## src/rtl/uart_pkg.sv

```systemverilog
// ============================================================================
// Module   : uart_pkg
// Desc     : Shared UART TX types, line levels and legal parameter ranges.
// Revision : 1.0
// ============================================================================
`default_nettype none

package uart_pkg;

    typedef enum logic [2:0] {
        ST_IDLE   = 3'd0,
        ST_SYNC   = 3'd1,
        ST_START  = 3'd2,
        ST_DATA   = 3'd3,
        ST_PARITY = 3'd4,
        ST_STOP   = 3'd5
    } tx_state_e;

    localparam logic TX_IDLE_LEVEL  = 1'b1;
    localparam logic TX_START_LEVEL = ~TX_IDLE_LEVEL;

    localparam int DATA_BITS_MIN = 5;
    localparam int DATA_BITS_MAX = 9;
    localparam int STOP_BITS_MIN = 1;
    localparam int STOP_BITS_MAX = 2;

    // Number of baud intervals from the start-bit tick to the end of the last stop bit.
    function automatic int frame_len(input int data_bits, input int parity_bits,
                                     input int stop_bits);
        return 1 + data_bits + parity_bits + stop_bits;
    endfunction

endpackage : uart_pkg

`default_nettype wire

```

## src/rtl/uart_bit_counter.sv

```systemverilog
// ============================================================================
// Module   : uart_bit_counter
// Desc     : Bit/period counter with synchronous clear, enable and terminal compare.
// Revision : 1.0
// ============================================================================
`default_nettype none

module uart_bit_counter #(
    parameter int CNT_W = 4
) (
    input  logic             clk,
    input  logic             reset_n,
    input  logic             clr_i,
    input  logic             en_i,
    input  logic [CNT_W-1:0] term_i,
    output logic             tc_o
);

    logic [CNT_W-1:0] cnt_q;
    logic [CNT_W-1:0] cnt_d;

    always_comb begin
        cnt_d = cnt_q;
        if (clr_i) begin
            cnt_d = '0;
        end else if (en_i) begin
            cnt_d = cnt_q + 1'b1;
        end
    end

    always_ff @(posedge clk or negedge reset_n) begin
        if (!reset_n) begin
            cnt_q <= '0;
        end else begin
            cnt_q <= cnt_d;
        end
    end

    assign tc_o = (cnt_q == term_i);

endmodule : uart_bit_counter

`default_nettype wire

```

## src/rtl/uart_tx_engine.sv

```systemverilog
// ============================================================================
// Module   : uart_tx_engine
// Desc     : UART transmit engine: handshake, baud-aligned LSB-first serialiser.
//            Optional parity bit compiled in with UART_TX_PARITY_EN.
// Revision : 1.0
// ============================================================================
`default_nettype none

module uart_tx_engine
    import uart_pkg::*;
#(
    parameter int DATA_BITS = 8,
    parameter int STOP_BITS = 1,
    parameter int CNT_W     = 4
) (
    input  logic                 clk,
    input  logic                 reset_n,
    input  logic                 baud,
    input  logic [DATA_BITS-1:0] tx_data,
    input  logic                 tx_valid,
    output logic                 tx_ready,
    input  logic                 parity_odd,
    output logic                 tx,
    output logic                 busy,
    output logic                 done
);

    generate
        if (DATA_BITS < DATA_BITS_MIN || DATA_BITS > DATA_BITS_MAX) begin : g_bad_data_bits
            $error("uart_tx_engine: DATA_BITS out of range");
        end
        if (STOP_BITS < STOP_BITS_MIN || STOP_BITS > STOP_BITS_MAX) begin : g_bad_stop_bits
            $error("uart_tx_engine: STOP_BITS out of range");
        end
        if ((1 << CNT_W) <= DATA_BITS) begin : g_bad_cnt_w
            $error("uart_tx_engine: CNT_W too narrow for DATA_BITS");
        end
    endgenerate

    localparam logic [CNT_W-1:0] DATA_LAST = CNT_W'(DATA_BITS - 1);
    localparam logic [CNT_W-1:0] STOP_LAST = CNT_W'(STOP_BITS - 1);

    tx_state_e              state_q, state_d;
    logic [DATA_BITS-1:0]   shreg_q, shreg_d;
    logic                   tx_q, tx_d;
    logic                   ready_q, ready_d;
    logic                   busy_q, busy_d;
    logic                   done_q, done_d;

    logic                   cnt_clr;
    logic                   cnt_en;
    logic                   cnt_tc;
    logic [CNT_W-1:0]       cnt_term;

`ifdef UART_TX_PARITY_EN
    logic                   par_q, par_d;
`else
    logic                   unused_parity_odd;
    assign unused_parity_odd = parity_odd;
`endif

    // One counter serves both the data bits and the stop periods.
    assign cnt_term = (state_q == ST_STOP) ? STOP_LAST : DATA_LAST;

    uart_bit_counter #(
        .CNT_W (CNT_W)
    ) u_bit_counter (
        .clk     (clk),
        .reset_n (reset_n),
        .clr_i   (cnt_clr),
        .en_i    (cnt_en),
        .term_i  (cnt_term),
        .tc_o    (cnt_tc)
    );

    always_comb begin
        state_d = state_q;
        shreg_d = shreg_q;
        tx_d    = tx_q;
        ready_d = ready_q;
        busy_d  = busy_q;
        done_d  = 1'b0;
        cnt_clr = 1'b0;
        cnt_en  = 1'b0;
`ifdef UART_TX_PARITY_EN
        par_d   = par_q;
`endif

        case (state_q)
            ST_IDLE: begin
                tx_d    = TX_IDLE_LEVEL;
                ready_d = 1'b1;
                // A baud tick coinciding with the handshake is deliberately not consumed.
                if (tx_valid && ready_q) begin
                    shreg_d = tx_data;
`ifdef UART_TX_PARITY_EN
                    par_d   = (^tx_data) ^ parity_odd;
`endif
                    cnt_clr = 1'b1;
                    ready_d = 1'b0;
                    busy_d  = 1'b1;
                    state_d = ST_SYNC;
                end
            end

            ST_SYNC: begin
                if (baud) begin
                    tx_d    = TX_START_LEVEL;
                    state_d = ST_START;
                end
            end

            ST_START: begin
                if (baud) begin
                    tx_d    = shreg_q[0];
                    cnt_clr = 1'b1;
                    state_d = ST_DATA;
                end
            end

            ST_DATA: begin
                if (baud) begin
                    if (cnt_tc) begin
                        cnt_clr = 1'b1;
`ifdef UART_TX_PARITY_EN
                        tx_d    = par_q;
                        state_d = ST_PARITY;
`else
                        tx_d    = TX_IDLE_LEVEL;
                        state_d = ST_STOP;
`endif
                    end else begin
                        shreg_d = shreg_q >> 1;
                        cnt_en  = 1'b1;
                        tx_d    = shreg_q[1];
                    end
                end
            end

`ifdef UART_TX_PARITY_EN
            ST_PARITY: begin
                if (baud) begin
                    tx_d    = TX_IDLE_LEVEL;
                    state_d = ST_STOP;
                end
            end
`endif

            ST_STOP: begin
                tx_d = TX_IDLE_LEVEL;
                if (baud) begin
                    if (cnt_tc) begin
                        cnt_clr = 1'b1;
                        done_d  = 1'b1;
                        ready_d = 1'b1;
                        busy_d  = 1'b0;
                        state_d = ST_IDLE;
                    end else begin
                        cnt_en  = 1'b1;
                    end
                end
            end

            default: begin
                tx_d    = TX_IDLE_LEVEL;
                ready_d = 1'b1;
                busy_d  = 1'b0;
                cnt_clr = 1'b1;
                state_d = ST_IDLE;
            end
        endcase
    end

    always_ff @(posedge clk or negedge reset_n) begin
        if (!reset_n) begin
            state_q <= ST_IDLE;
            shreg_q <= '0;
            tx_q    <= TX_IDLE_LEVEL;
            ready_q <= 1'b1;
            busy_q  <= 1'b0;
            done_q  <= 1'b0;
        end else begin
            state_q <= state_d;
            shreg_q <= shreg_d;
            tx_q    <= tx_d;
            ready_q <= ready_d;
            busy_q  <= busy_d;
            done_q  <= done_d;
        end
    end

`ifdef UART_TX_PARITY_EN
    always_ff @(posedge clk or negedge reset_n) begin
        if (!reset_n) begin
            par_q <= 1'b0;
        end else begin
            par_q <= par_d;
        end
    end
`endif

    assign tx       = tx_q;
    assign tx_ready = ready_q;
    assign busy     = busy_q;
    assign done     = done_q;

endmodule : uart_tx_engine

`default_nettype wire

```

## config.mk

```make
export PLATFORM = sky130hd
export DESIGN_NAME = uart_tx_engine
export DESIGN_NICKNAME = d
export VERILOG_FILES = /design/src/rtl/uart_pkg.sv /design/src/rtl/uart_bit_counter.sv /design/src/rtl/uart_tx_engine.sv
export SDC_FILE = /design/constraint.sdc
export NUM_CORES = 1
export LEC_CHECK = 0
export CAP_MARGIN = 20
export CORE_MARGIN = 10
export CORE_UTILIZATION = 40
export CTS_BUF_LIST = sky130_fd_sc_hd__clkbuf_8
export DETAILED_ROUTE_END_ITERATION = 10
export PLACE_DENSITY = 0.73
export SLEW_MARGIN = 25
export SYNTH_ARGS = -nofsm -noshare
export SYNTH_HDL_FRONTEND = slang
export SYNTH_SLANG_ARGS = --single-unit
```

## constraint.sdc

```tcl
create_clock -name clk -period 2.4 [get_ports clk]
set_input_delay 0.72 -clock clk [delete_from_list [all_inputs] [get_ports clk]]
set_output_delay 0.72 -clock clk [all_outputs]
set_load 0.005 [all_outputs]
```

* Yosys cells after proc, flatten, opt, wreduce, memory -nomap -nowiden
Index checks and enable logic that the tools add are counted.
** Word-level totals
- Bits in registers :: 19
- Input port bits :: 13
- Output and inout port bits :: 4
- Logic and storage cells :: 70
** Cells by class
- Add/subtract/negate cells :: 1
- Equality and inequality tests :: 13
- Muxes and demuxes :: 37
- Bitwise logic cells :: 1
- Reduce and logical (&&, ||, !) cells :: 11
** Operators by type and width (number)
- 3-bit two-way mux :: 8
- 8-bit two-way mux :: 3
- 1-bit two-way mux :: 18
- 2-bit inequality test, second input constant :: 8
- 8-bit one-hot mux with 2 select lines :: 1
- 3-bit one-hot mux with 5 select lines :: 1
- 1-bit one-hot mux with 3 select lines :: 3
- 4-bit two-way mux :: 2
- 4-bit AND reduction :: 2
- 7-bit AND reduction :: 1
- 3-bit by 2-bit equality test with 1-bit output, second input constant :: 2
- 3-bit AND reduction :: 2
- 4-bit by 1-bit adder with 4-bit output, second input constant :: 1
- 4-bit by 3-bit equality test with 1-bit output :: 1
- 1-bit one-hot mux with 4 select lines :: 1
- 2-bit nonzero test :: 2
- 3-bit by 1-bit equality test with 1-bit output, second input constant :: 1
- 3-bit equality test, second input constant :: 1
- 3-bit zero test :: 1
- 3-bit OR reduction :: 1
- 2-bit OR reduction :: 1
- 1-bit logical AND :: 1
- 1-bit NOT :: 1

* Logic depth before layout (Yosys ltp)
- Depth in word-level cells :: 8
- Depth in mapped cells :: 5
- Gate-level depth less buffers :: 4

* Hierarchy
From an unflattened synthesis, not the netlist that was laid out.
** Unflattened totals
- Cells, all modules :: 100
- Area, all modules :: 1094.8 um^2
** By module, submodules not included
- uart_tx_engine :: times used 1, cells each 79, area an instance 860.8 um^2, sequential area each 377.9 um^2
- uart_bit_counter :: times used 1, cells each 21, area an instance 234.0 um^2, sequential area each 100.1 um^2

* Worst setup path before layout
No wires, ideal clock.
- Path kind :: input -> register
- Start :: input tx_valid
- End :: register shreg_q[1]
- Library setup time :: 0.125 ns
- Data arrival time :: 1.536 ns
- Required time :: 2.275 ns
- Setup slack :: 0.739 ns
- Stages :: 3
- Path buffers :: 0
- Cell sequence :: nand4bb_1 -> a21oi_4 -> mux2_2
** On the way
- Cells in the longest elaborated chain, start to end :: 3
** Ends and longest elaborated chain
- start, declared :: RTL line uart_tx_engine.sv:20 : input logic tx_valid,
- 1-bit logical AND :: RTL line uart_tx_engine.sv:94 : if (tx_valid && ready_q) begin
- 2-bit inequality test (no source line)
- 4-bit AND reduction (no source line)
- end signal, assigned :: RTL line uart_tx_engine.sv:184 : shreg_q <= shreg_d;
- end, declared :: RTL line uart_tx_engine.sv:44 : logic [DATA_BITS-1:0] shreg_q, shreg_d;
Every way passes these cells.
A chain may end at the register's enable or synchronous reset.

* Worst setup path in the final report
- Start :: register ready_q (netlist: tx_ready)
- End :: output tx_ready
** RTL lines
- start, declared :: RTL line uart_tx_engine.sv:46 : logic ready_q, ready_d;
- start signal, assigned :: RTL line uart_tx_engine.sv:186 : ready_q <= ready_d;
- end, declared :: RTL line uart_tx_engine.sv:21 : output logic tx_ready,
No word-level cell between the ends.

==> out/qor.csv <==
metric,value,unit
cp-end-kind,output pin,
whs,0.503,ns
r2r_end,shreg_q[2],
vias,871,
crit_required,1.68,ns
grt.total_usage,9.34,%
seq_area,478,sq um
synth_xor_area_share,0.806,%
grt_pass1_vias,898,
post_cts_resized,0,
critPathTopFamily,flip-flops,
min_from,shreg_q[3],
synthAdderAreaFrac,1.15,%
std_cell_rows,18,
relSlewSlack,72.1,%
yosysWarningCount,0,
utilization,52.2,%
nets,142,
postSynthAreaPerCell,9.96,sq um
reg2reg_from,state_q[0],
fp.dieArea,5200,sq um
hold_violations,0,
gr-usage-met2,15.4,%
cts-htree-levels,1,
dpl_cell_area,1280,sq um
synth_compound_area_share,18.0,%
wl,2310,microns
avgViaCountPerCell,5.55,
grt_overflow,0,
synth.distinct_cells,35,
cp_slowest_stage_delay,0.57,ns
crit_path_start_kind,flop,
grt_antenna_before_repair,0,
ant_nets,0,
synth-main-ff-cell,dfrtp_1,
status,finished clean,
areaGrowthSynthToFinish,22.2,%
cts_tree,yes,
r2r_cells,4,
start_util,42.7,%
synthTopCellsByArea,"dfrtp_1, mux2_2, dfstp_2, mux2i_1, o21ai_0",
arrival,1.33,ns
gp_congestion,0.796,
path_clk_slew,0.07,ns
numCtsBuffers,3,
clock-sinks,19,
coreArea,2540,sq um
multiInputGateArea,553,sq um
ys_seq_elements,19,
grt_max_degree,14,
final_cell_mix,"dfrtp_1, clkdlybuf4s50_1, mux2_2",
io_buffers,15,
rsz0062_at_grt,no,
crit_fanout,5,
setup.worst_path.start,tx_ready,
fin_ws,0.347,ns
pin_count,17,
place_ws,0.0786,ns
post-route-drc-count,0,
antenna_cells,0,
async_reset_ff_share,100,%
p_per_area,1150,nW/um^2
cap_violations,0,
synth_area,1090,sq um
synthMuxAreaShare,17.1,%
crit_chain,clkdlybuf4s50_1,
final_common_cell,dfrtp_1,
synth_edf_count,0,
fin_crit,2.05,ns
syn-num-nets,123,
met1_usage,10.8,%
dp.final_hpwl,1790,microns
fill_cells,243,
die_w,72.1,microns
p_leak,0.559,nW
fin_tns_setup,0,ns
setup_violations,0,
cts_hold_buf,0,
hp-class,reg2reg,
synth_top_family_by_area,compound AO/OA/AOI/OAI gates,
synth_top_area_cell,dfrtp_1,
grt_pass1_wl,4020,microns
fin_crit_sh,85.5,%
final_cell_area,1330,sq um
ir_worst_vdd,0.000691,V
skew,0.00630,ns
netlist.area_leader.share,39.2,%
tightest_slew,0.408,ns
grt_most_used_layer,met2,
final_layout_size_suffix_gt1_share,20.5,%
clock_path_buffers,2,
clock.fmax,0.487,GHz
cts_root_buffer,clkbuf_8,
clock_latency,0.26,ns
endpoint,tx_ready,
drtIter0Drc,41,
path_buf_inv,1,
drt-pass1-iter-count,4,
worst_path_max_delay_cell,dfstp_2,
maxSlewViolCount,0,
synth_cells,109,
reg2reg_setup_slack,0.68,ns
routedWlPerCell,14.7,microns
crit_type,reg2out,
synth_simple_gate_area_share,13.9,%
crit_cells,1,
use_met3,4.35,%
ys_seq_area_share,44.0,%
die_h,72.1,microns
postCtsSetupBuffers,0,
## synth_stat cells, types with 2 or more instances
cell,count
a21oi_1,7
buf_2,2
o22ai_1,3
nor2_1,6
nand2b_1,2
nand2_1,7
mux2i_1,5
o21ai_0,8
a311oi_1,2
nor3_1,5
clkbuf_1,3
inv_1,7
dfrtp_1,17
mux2_2,12
dfstp_2,2
o31ai_1,2
## per-stage QoR
| stage | std cells | total power, W |
|---|---|---|
| 3_3_place_gp | 153 | 0.00127 |
| 5_1_grt | 157 | 0.00167 |
| 6_report | 157 | 0.00152 |
| 2_1_floorplan | 109 | 0.00111 |
| 3_5_place_dp | 153 | 0.00132 |
| 4_1_cts | 157 | 0.00155 |
## registers in the layout (all words and copies together), names as in the netlist
name and flops:
state_q 3, u_bit_counter.cnt_q 4, busy 1, shreg_q 8, done 1, tx 1
tx_ready 1
## per-layer routing
layer  vias to the layer above  wire length (microns)
met1                       415                   1030
met2                        25                   1100
li1                        429                      -
met5                         -                      0
met3                         2                    179
met4                         0                      8
## power by group
part,switching (W),leakage (nW),total [W],internal [W]
Combinational,0.000345,0.302,0.000739,0.000394
Sequential,0.000100,0.230,0.000563,0.000463
Clock,0.000105,0.0269,0.000219,0.000114
## area by class of cell
cell class	count	area share (%)
flip-flops and latches	19	36.0
well taps	30	2.83
repair buffers	20	14.1
clock inverters	1	0.283
multi-input cells	77	41.7
clock buffers	3	3.11
inverters	7	1.98
## worst register-to-register path, cell delays in order, from the launching register on
cell and delay [ns]:
dfrtp_1 0.42, buf_4 0.18, nand4bb_1 0.28, a21oi_4 0.34, mux2_2 0.37
## worst min-delay path by stage
stage / endpoint / cells past startpoint / slack (ns)
2_1_floorplan: busy / 0 / 0.42
3_3_place_gp: shreg_q[5] / 1 / 0.48
3_5_place_dp: shreg_q[5] / 1 / 0.49
4_1_cts: shreg_q[3] / 1 / 0.51
5_1_grt: shreg_q[4] / 1 / 0.53
6_report: shreg_q[3] / 1 / 0.50
## cells by family after synthesis
family	Yosys count
compound gates	29
xor+xnor	1
fa+ha+maj	1
buf+inv	13
flops	19
mux	17
simple gates	29
Note: power is estimated with default switching activity, not from simulation.
